--- src/rtl/vram_arbiter.sv ---
// Video SRAM arbiter: shares one asynchronous 8-bit SRAM between the display
// scanout (priority) and the MCU port. It maps (x, y) to a linear address and
// sequences the SRAM strobes.
module vram_arbiter #(
    parameter int WIDTH           = 320,
    parameter int HEIGHT          = 240,
    parameter int READ_CYCLES     = 2,
    parameter int WRITE_PULSE     = 2,
    parameter int MAX_READ_STREAK = 4
) (
    input  logic        clock,
    input  logic        reset,
    input  logic        displayReadRequest,
    input  logic [8:0]  displayXCoord,
    input  logic [7:0]  displayYCoord,
    output logic [7:0]  displayReadData,
    output logic        displayReadComplete,
    input  logic        mcuReadRequest,
    input  logic        mcuWriteRequest,
    input  logic [8:0]  mcuXCoord,
    input  logic [7:0]  mcuYCoord,
    input  logic [7:0]  mcuWriteData,
    output logic [7:0]  mcuReadData,
    output logic        mcuReadComplete,
    output logic        mcuWriteComplete,
    output logic [16:0] sramAddress,
    output logic [7:0]  sramDataOut,
    output logic        sramDataDrive,
    input  logic [7:0]  sramDataIn,
    output logic        sramOutputEnableN,
    output logic        sramWriteEnableN
);

    localparam int MAX_PHASE = (READ_CYCLES > WRITE_PULSE) ? READ_CYCLES : WRITE_PULSE;
    localparam int CW        = $clog2(MAX_PHASE + 1);
    localparam int SW        = $clog2(MAX_READ_STREAK + 1);

    typedef enum logic [2:0] {IDLE, READ, WR_SETUP, WR_PULSE, WR_HOLD, DONE} stateType;
    typedef enum logic [1:0] {OWN_DISPLAY, OWN_MCU_READ, OWN_MCU_WRITE} ownerType;

    stateType      state, stateNext;
    ownerType      owner;
    logic [CW-1:0] phaseCount;
    logic [SW-1:0] readStreak;

    logic          mcuPending, streakFull, grantMcu, grantDisplay, selInRange;
    logic [8:0]    selX;
    logic [7:0]    selY;
    logic [16:0]   selAddress;
    logic          readLast;

    // Starvation guard overrides display priority once the streak is saturated.
    always_comb begin
        mcuPending   = mcuReadRequest | mcuWriteRequest;
        streakFull   = (readStreak == SW'(MAX_READ_STREAK));
        grantMcu     = mcuPending && (streakFull || !displayReadRequest);
        grantDisplay = displayReadRequest && !grantMcu;
        selX         = grantMcu ? mcuXCoord : displayXCoord;
        selY         = grantMcu ? mcuYCoord : displayYCoord;
        selInRange   = (int'(selX) < WIDTH) && (int'(selY) < HEIGHT);
        selAddress   = 17'(selY) * 17'(WIDTH) + 17'(selX);
        readLast     = (state == READ) && (phaseCount == CW'(READ_CYCLES - 1));
    end

    always_ff @(posedge clock or posedge reset) begin
        if (reset) begin
            state      <= IDLE;
            phaseCount <= '0;
        end else begin
            state      <= stateNext;
            phaseCount <= (stateNext == state) ? phaseCount + CW'(1) : '0;
        end
    end

    always_comb begin
        stateNext = state;
        case (state)
            IDLE: begin
                if (grantMcu || grantDisplay) begin
                    if (!selInRange)                   stateNext = DONE;
                    else if (grantMcu && mcuWriteRequest) stateNext = WR_SETUP;
                    else                                 stateNext = READ;
                end
            end
            READ:     if (readLast) stateNext = DONE;
            WR_SETUP: stateNext = WR_PULSE;
            WR_PULSE: if (phaseCount == CW'(WRITE_PULSE - 1)) stateNext = WR_HOLD;
            WR_HOLD:  stateNext = DONE;
            DONE:     stateNext = IDLE;
            default:  stateNext = IDLE;
        endcase
    end

    always_ff @(posedge clock or posedge reset) begin
        if (reset) begin
            sramAddress     <= '0;
            sramDataOut     <= '0;
            displayReadData <= '0;
            mcuReadData     <= '0;
            readStreak      <= '0;
            owner           <= OWN_DISPLAY;
        end else begin
            if (state == IDLE) begin
                if (grantMcu || !mcuPending)
                    readStreak <= '0;
                else if (grantDisplay && !streakFull)
                    readStreak <= readStreak + SW'(1);

                if (grantMcu || grantDisplay) begin
                    owner <= grantMcu ? (mcuWriteRequest ? OWN_MCU_WRITE : OWN_MCU_READ) : OWN_DISPLAY;
                    if (selInRange) begin
                        sramAddress <= selAddress;
                        if (grantMcu && mcuWriteRequest)
                            sramDataOut <= mcuWriteData;
                    end else if (grantDisplay) begin
                        displayReadData <= '0;
                    end else if (!mcuWriteRequest) begin
                        mcuReadData <= '0;
                    end
                end
            end

            if (readLast) begin
                if (owner == OWN_DISPLAY) displayReadData <= sramDataIn;
                else                      mcuReadData     <= sramDataIn;
            end
        end
    end

    always_comb begin
        sramOutputEnableN   = 1'b1;
        sramWriteEnableN    = 1'b1;
        sramDataDrive       = 1'b0;
        displayReadComplete = 1'b0;
        mcuReadComplete     = 1'b0;
        mcuWriteComplete    = 1'b0;
        case (state)
            READ:              sramOutputEnableN = 1'b0;
            WR_SETUP, WR_HOLD: sramDataDrive     = 1'b1;
            WR_PULSE: begin
                sramDataDrive    = 1'b1;
                sramWriteEnableN = 1'b0;
            end
            DONE: begin
                displayReadComplete = (owner == OWN_DISPLAY);
                mcuReadComplete     = (owner == OWN_MCU_READ);
                mcuWriteComplete    = (owner == OWN_MCU_WRITE);
            end
            default: ;
        endcase
    end

endmodule

--- config.mk ---
export PLATFORM = sky130hd
export DESIGN_NAME = vram_arbiter
export DESIGN_NICKNAME = d
export VERILOG_FILES = /design/src/rtl/vram_arbiter.sv
export SDC_FILE = /design/constraint.sdc
export NUM_CORES = 1
export LEC_CHECK = 0
export CORE_MARGIN = 4
export CORE_UTILIZATION = 45
export DETAILED_ROUTE_END_ITERATION = 6
export GPL_ROUTABILITY_DRIVEN = 0
export PLACE_DENSITY = 0.83
export SLEW_MARGIN = 20
export SYNTH_ARGS = -nofsm -noshare
export SYNTH_HDL_FRONTEND = slang
export SYNTH_SLANG_ARGS = --single-unit
--- constraint.sdc ---
create_clock -name clock -period 4.1 [get_ports clock]
set_input_delay 0.82 -clock clock [delete_from_list [all_inputs] [get_ports clock]]
set_output_delay 0.82 -clock clock [all_outputs]
set_load 0.02 [all_outputs]
# --- Word-level counts from Yosys, hierarchy flattened ---
# Cells that the tools add are included.
word_totals:
  ff_bits: 51
  mem_bits_rw: 0
  latch_bits: 0
  in_bits: 55
  n_memories: 0
  out_inout_bits: 47
  elab_cells: 78
  romBits: 0
classes:
  n_div: 0
  n_eq_ne: 10
  reduce_logical: 21
  order_cmp: 2
  multipliers: 1
  add_sub_neg: 3
  bitwise: 1
  shift: 0
  muxes: 32
ops:
  columns: ["op", "n"]
  rows:
  - ["two-way mux 8 bit", 14]
  - ["two-way mux 3 bit", 6]
  - ["adder 17 x 9 -> 17 bit", 1]
  - ["case mux 3 bit (5 select lines)", 1]
  - ["multiplier 8 x 3 -> 11 bit (second input constant)", 1]
  - ["equality test 3 bit (second input constant)", 3]
  - ["less-than comparator 9 bit (second input constant)", 1]
  - ["two-way mux 9 bit", 1]
  - ["less-than comparator 8 bit (second input constant)", 1]
  - ["two-way mux 2 bit", 4]
  - ["equality test 3 x 2 -> 1 bit (second input constant)", 2]
  - ["logical AND 1 bit", 6]
  - ["two-way mux 1 bit", 6]
  - ["equality test 2 x 1 -> 1 bit (second input constant)", 2]
  - ["logical NOT 1 bit", 4]
  - ["AND reduction 2 bit", 2]
  - ["AND reduction 4 bit", 1]
  - ["adder 3 x 1 -> 3 bit (second input constant)", 1]
  - ["equality test 3 x 1 -> 1 bit (second input constant)", 1]
  - ["equality test 3 bit", 1]
  - ["logical NOT 3 bit", 1]
  - ["logical OR 1 bit", 3]
  - ["AND reduction 3 bit", 1]
  - ["OR reduction 3 bit", 1]
  - ["other kinds (5)", 5]

# --- Depth between registers and ports, before layout ---
logic_depth:
  ltp_word: 11
  ltp_mapped: 17
  mapped_depth_nobuf: 15

# --- Worst setup path before layout ---
# No wires, ideal clock.
synth_timing:
  path_type: "input port to flip-flop"
  start: "input port displayReadRequest"
  end: "register sramAddress[14]"
  t_arrival_ns: 3.639
  setup_ns: 0.127
  cell_stages: 15
  required_ns: 3.973
  slack_ns: 0.333
  path_buffers: 2
  path_cell_list: "a21bo_2 -> o21ai_1 -> buf_2 -> buf_1 -> nand2_1 -> nand2_1 -> ha_1 -> ha_1 -> fa_1 -> a211oi_1 -> nor2_1 -> xor2_1 -> and3b_1 -> xnor2_1 -> o21ai_0"
synth_between:
  elab_chain_cells: 7
  word_cells_on_any_way: 14
  cone_classes: "add/sub (1); mul (1); order compare (2); mux (2); reduce/logical (8)"
synth_lines:
  columns: ["element", "line", "text"]
  rows:
  - ["from (decl)", "13", "input logic displayReadRequest,"]
  - ["branches (longest 7 deep; another with adder 17 x 9 -> 17 bit)", null, null]
  - ["to (signal assigned)", "112", "sramAddress <= selAddress;"]
  - ["to (decl)", "26", "output logic [16:0] sramAddress,"]
# Several ways; the timed one is not identified.
# A chain may end at the register's enable or synchronous reset.

# --- Worst setup path after layout ---
layout_timing:
  start: "input port displayReadRequest"
  end: "register sramAddress[15]"
# The elaborated chain is that of the path after synthesis.

==> results.sh <==
export IMPL_dieArea_sq_um=7830
export IMPL_ys_async_sr_fraction_pct=100
export IMPL_post_synth_main_area_contributors="dfrtp_1, nand2_1, ha_1"
export IMPL_fin_setup_tns_ns=0
export IMPL_hold_end="phaseCount[0]"
export IMPL_cts_root_buf="clkbuf_8"
export IMPL_hold_slack_ns=0.450
export IMPL_port_buffers=101
export IMPL_grt_pass1_vias=2542
export IMPL_vias=2651
export IMPL_ant_nets=0
export IMPL_cp_data_arrival_time_ns=3.95
export IMPL_area_growth_syn_to_layout_pct=43.9
export IMPL_cts_tree="done"
export IMPL_grt_use_total_pct=19.2
export IMPL_first_pass_iters=4
export IMPL_cts_repair_resized=0
export IMPL_endpoint_kind="flop"
export IMPL_maxCapViolations=0
export IMPL_die_y_um=88.5
export IMPL_ff2ff_setup_slack_ns=0.69
export IMPL_cts_setup_buffers=0
export IMPL_hold_viol=0
export IMPL_fillers=523
export IMPL_htreeDepth=2
export IMPL_hpwlAfterDp_mm=5.92
export IMPL_path_clk_slew_ns=0.09
export IMPL_core_area_sq_um=6310
export IMPL_drive_above_1_share_pct=11.0
export IMPL_ys_warn_count=0
export IMPL_antenna_cells=0
export IMPL_path_class="input pin to flop"
export IMPL_syn_cell_area_sq_um=2920
export IMPL_clock_skew_ns=0.00350
export IMPL_cts_sinks=51
export IMPL_layout_cells_most_common_list="clkdlybuf4s50_1, nand2_1, dfrtp_1"
export IMPL_synth_seq_cells=51
export IMPL_yosysTopAreaCellShare_pct=43.8
export IMPL_p_total_mw=2.68
export IMPL_wl_mm=7.40
export IMPL_slew_headroom_pct=41.7
export IMPL_grt_pass1_wl_mm=11.8
export IMPL_status="finished, final reports clean"
export IMPL_yosys_area_top_type="dfrtp_1"
export IMPL_hp_class="flop to flop"
export IMPL_wl_per_cell_um=14.9
export IMPL_worst_pin_slew_ns=0.873
export IMPL_drt_iter0_markers=107
export IMPL_layout_nets=492
export IMPL_grt_max_degree=52
export IMPL_cts_buffers=5
export IMPL_ys_seq_area_share_pct=43.8
export IMPL_die_w_um=88.5
export IMPL_syn_nets=378
export IMPL_r2r_end="sramAddress[15]"
export IMPL_powerDensity_nw_per_um2=640
export IMPL_leakagePower_nw=1.86
export IMPL_drc_errors=0
export IMPL_r2r_cells=16
export IMPL_clk_latency_ns=0.30
export IMPL_synth_main_ff_cell="dfrtp_1"
export IMPL_rows=29
export IMPL_final_common_cell="clkdlybuf4s50_1"
export IMPL_post_route_min_period_ns=3.78
export IMPL_fin_crit_sh_pct=92.2
export IMPL_hold_depth=1
export IMPL_max_clock_path_buffers=2
export IMPL_grt_setup_unrepaired="no"
export IMPL_fmax_mhz=265
export IMPL_yosysUniqueCellTypes=51
export IMPL_startpoint_type="input pin"
export IMPL_syn_area_per_cell_sq_um=9.56
export IMPL_syn_inst=305
export IMPL_path_max_fanout=11
export IMPL_avgViaCountPerCell=5.33
export IMPL_utilization_pct=66.4
export IMPL_synth_edf_count=0
export IMPL_min_from="phaseCount[0]"
export IMPL_crit_reg2reg_launch="readStreak[0]"
export IMPL_num_io_pins=102
export IMPL_initial_core_util_pct=46.2
export IMPL_antenna_found_initial=0
export IMPL_gr_total_overflow=0
export IMPL_postCtsHoldBufs=0
export IMPL_ir_worst_vdd_mv=0.387
export IMPL_worst_endpoint_required_ns=4.27
export IMPL_setup_violations=0
export IMPL_maxSlewViolCount=0
worst max path at each step:
stage	endpoint	slack, ns	start
final	sramAddress[15]	0.32	displayReadRequest
after floorplan	sramAddress[14]	0.33	displayReadRequest
after CTS	sramAddress[15]	0.32	displayReadRequest
after detailed placement	sramAddress[15]	-0.007	displayReadRequest
after global placement	sramAddress[15]	0.09	displayReadRequest
after global routing	sramAddress[15]	0.12	displayReadRequest
metrics by stage:
| stage | instance area, sq um | setup WS (ns) | std cells |
|---|---|---|---|
| after floorplan | 2920 | 0.333 | 305 |
| after global placement | 4090 | 0.0850 | 489 |
| after detailed placement | 4090 | -0.00692 | 489 |
| after CTS | 4190 | 0.321 | 497 |
| after global routing | 4190 | 0.121 | 497 |
| final | 4190 | 0.321 | 497 |
cells in the mapped netlist (2+ instances only):
master / count
a211oi_1: 4
a21oi_1: 9
a21oi_2: 2
a22o_1: 16
a31o_2: 2
a31oi_1: 7
and2_1: 2
buf_2: 3
buf_4: 2
clkbuf_1: 4
dfrtp_1: 51
fa_1: 2
ha_1: 16
inv_1: 8
mux2_2: 8
nand2_1: 63
nand2b_1: 2
nand3_1: 4
nand3b_1: 2
nand4_1: 2
nor2_1: 28
nor3_1: 5
nor3_4: 2
nor3b_1: 2
o21a_1: 3
o21ai_0: 16
o21bai_1: 2
o31ai_1: 3
xnor2_1: 2
xor2_1: 12
routing by layer:
metal  track usage, %  part of all wire [%]  vias to the layer above
met5                0                     0                        -
met4             5.49                   1.5                        0
met3             3.91                   8.6                        8
met2             32.6                    47                      105
met1             24.9                    43                     1233
li1                 -                     -                     1305
state kept, by name, summed over array words and instances, names as in the netlist:
register,flops
state,3
sramDataOut,8
readStreak,3
displayReadData,8
phaseCount,2
owner,2
mcuReadData,8
sramAddress,17
power breakdown:
| group | switching, mW | total (mW) | internal [mW] |
|---|---|---|---|
| clock network | 0.170 | 0.308 | 0.138 |
| logic | 0.752 | 1.49 | 0.737 |
| registers | 0.163 | 0.887 | 0.724 |
layout make-up:
cell class | instances | area (sq um) | share of cell area [%]
Tap cell | 77 | 96.3 | 2.30
Clock inverter | 2 | 16.3 | 0.388
Timing Repair Buffer | 117 | 1130 | 27.0
Multi-Input combinational cell | 236 | 1560 | 37.2
Inverter | 8 | 31.3 | 0.746
Clock buffer | 6 | 82.6 | 1.97
Sequential cell | 51 | 1280 | 30.4
worst max-delay path, stage by stage:
cell,delay [ns]
clkdlybuf4s50_1,0.49
a21bo_2,0.24
o21ai_1,0.11
buf_4,0.21
nand2_1,0.06
nand2_1,0.09
ha_1,0.24
ha_1,0.23
fa_1,0.41
a211oi_1,0.28
o21bai_1,0.12
a21oi_1,0.19
xor2_1,0.23
xor2_1,0.15
o21ai_0,0.08
kinds of logic after synthesis:
| family | synth area share (%) |
|---|---|
| AOI/OAI and AO/OA | 19.0 |
| DFF | 43.8 |
| adders and majority gates | 8.24 |
| buffers and inverters | 2.70 |
| muxes | 3.43 |
| xor gates and xnor gates | 4.21 |
| and+or+nand+nor | 18.7 |
No activity file was read; power rests on OpenSTA's default activity.
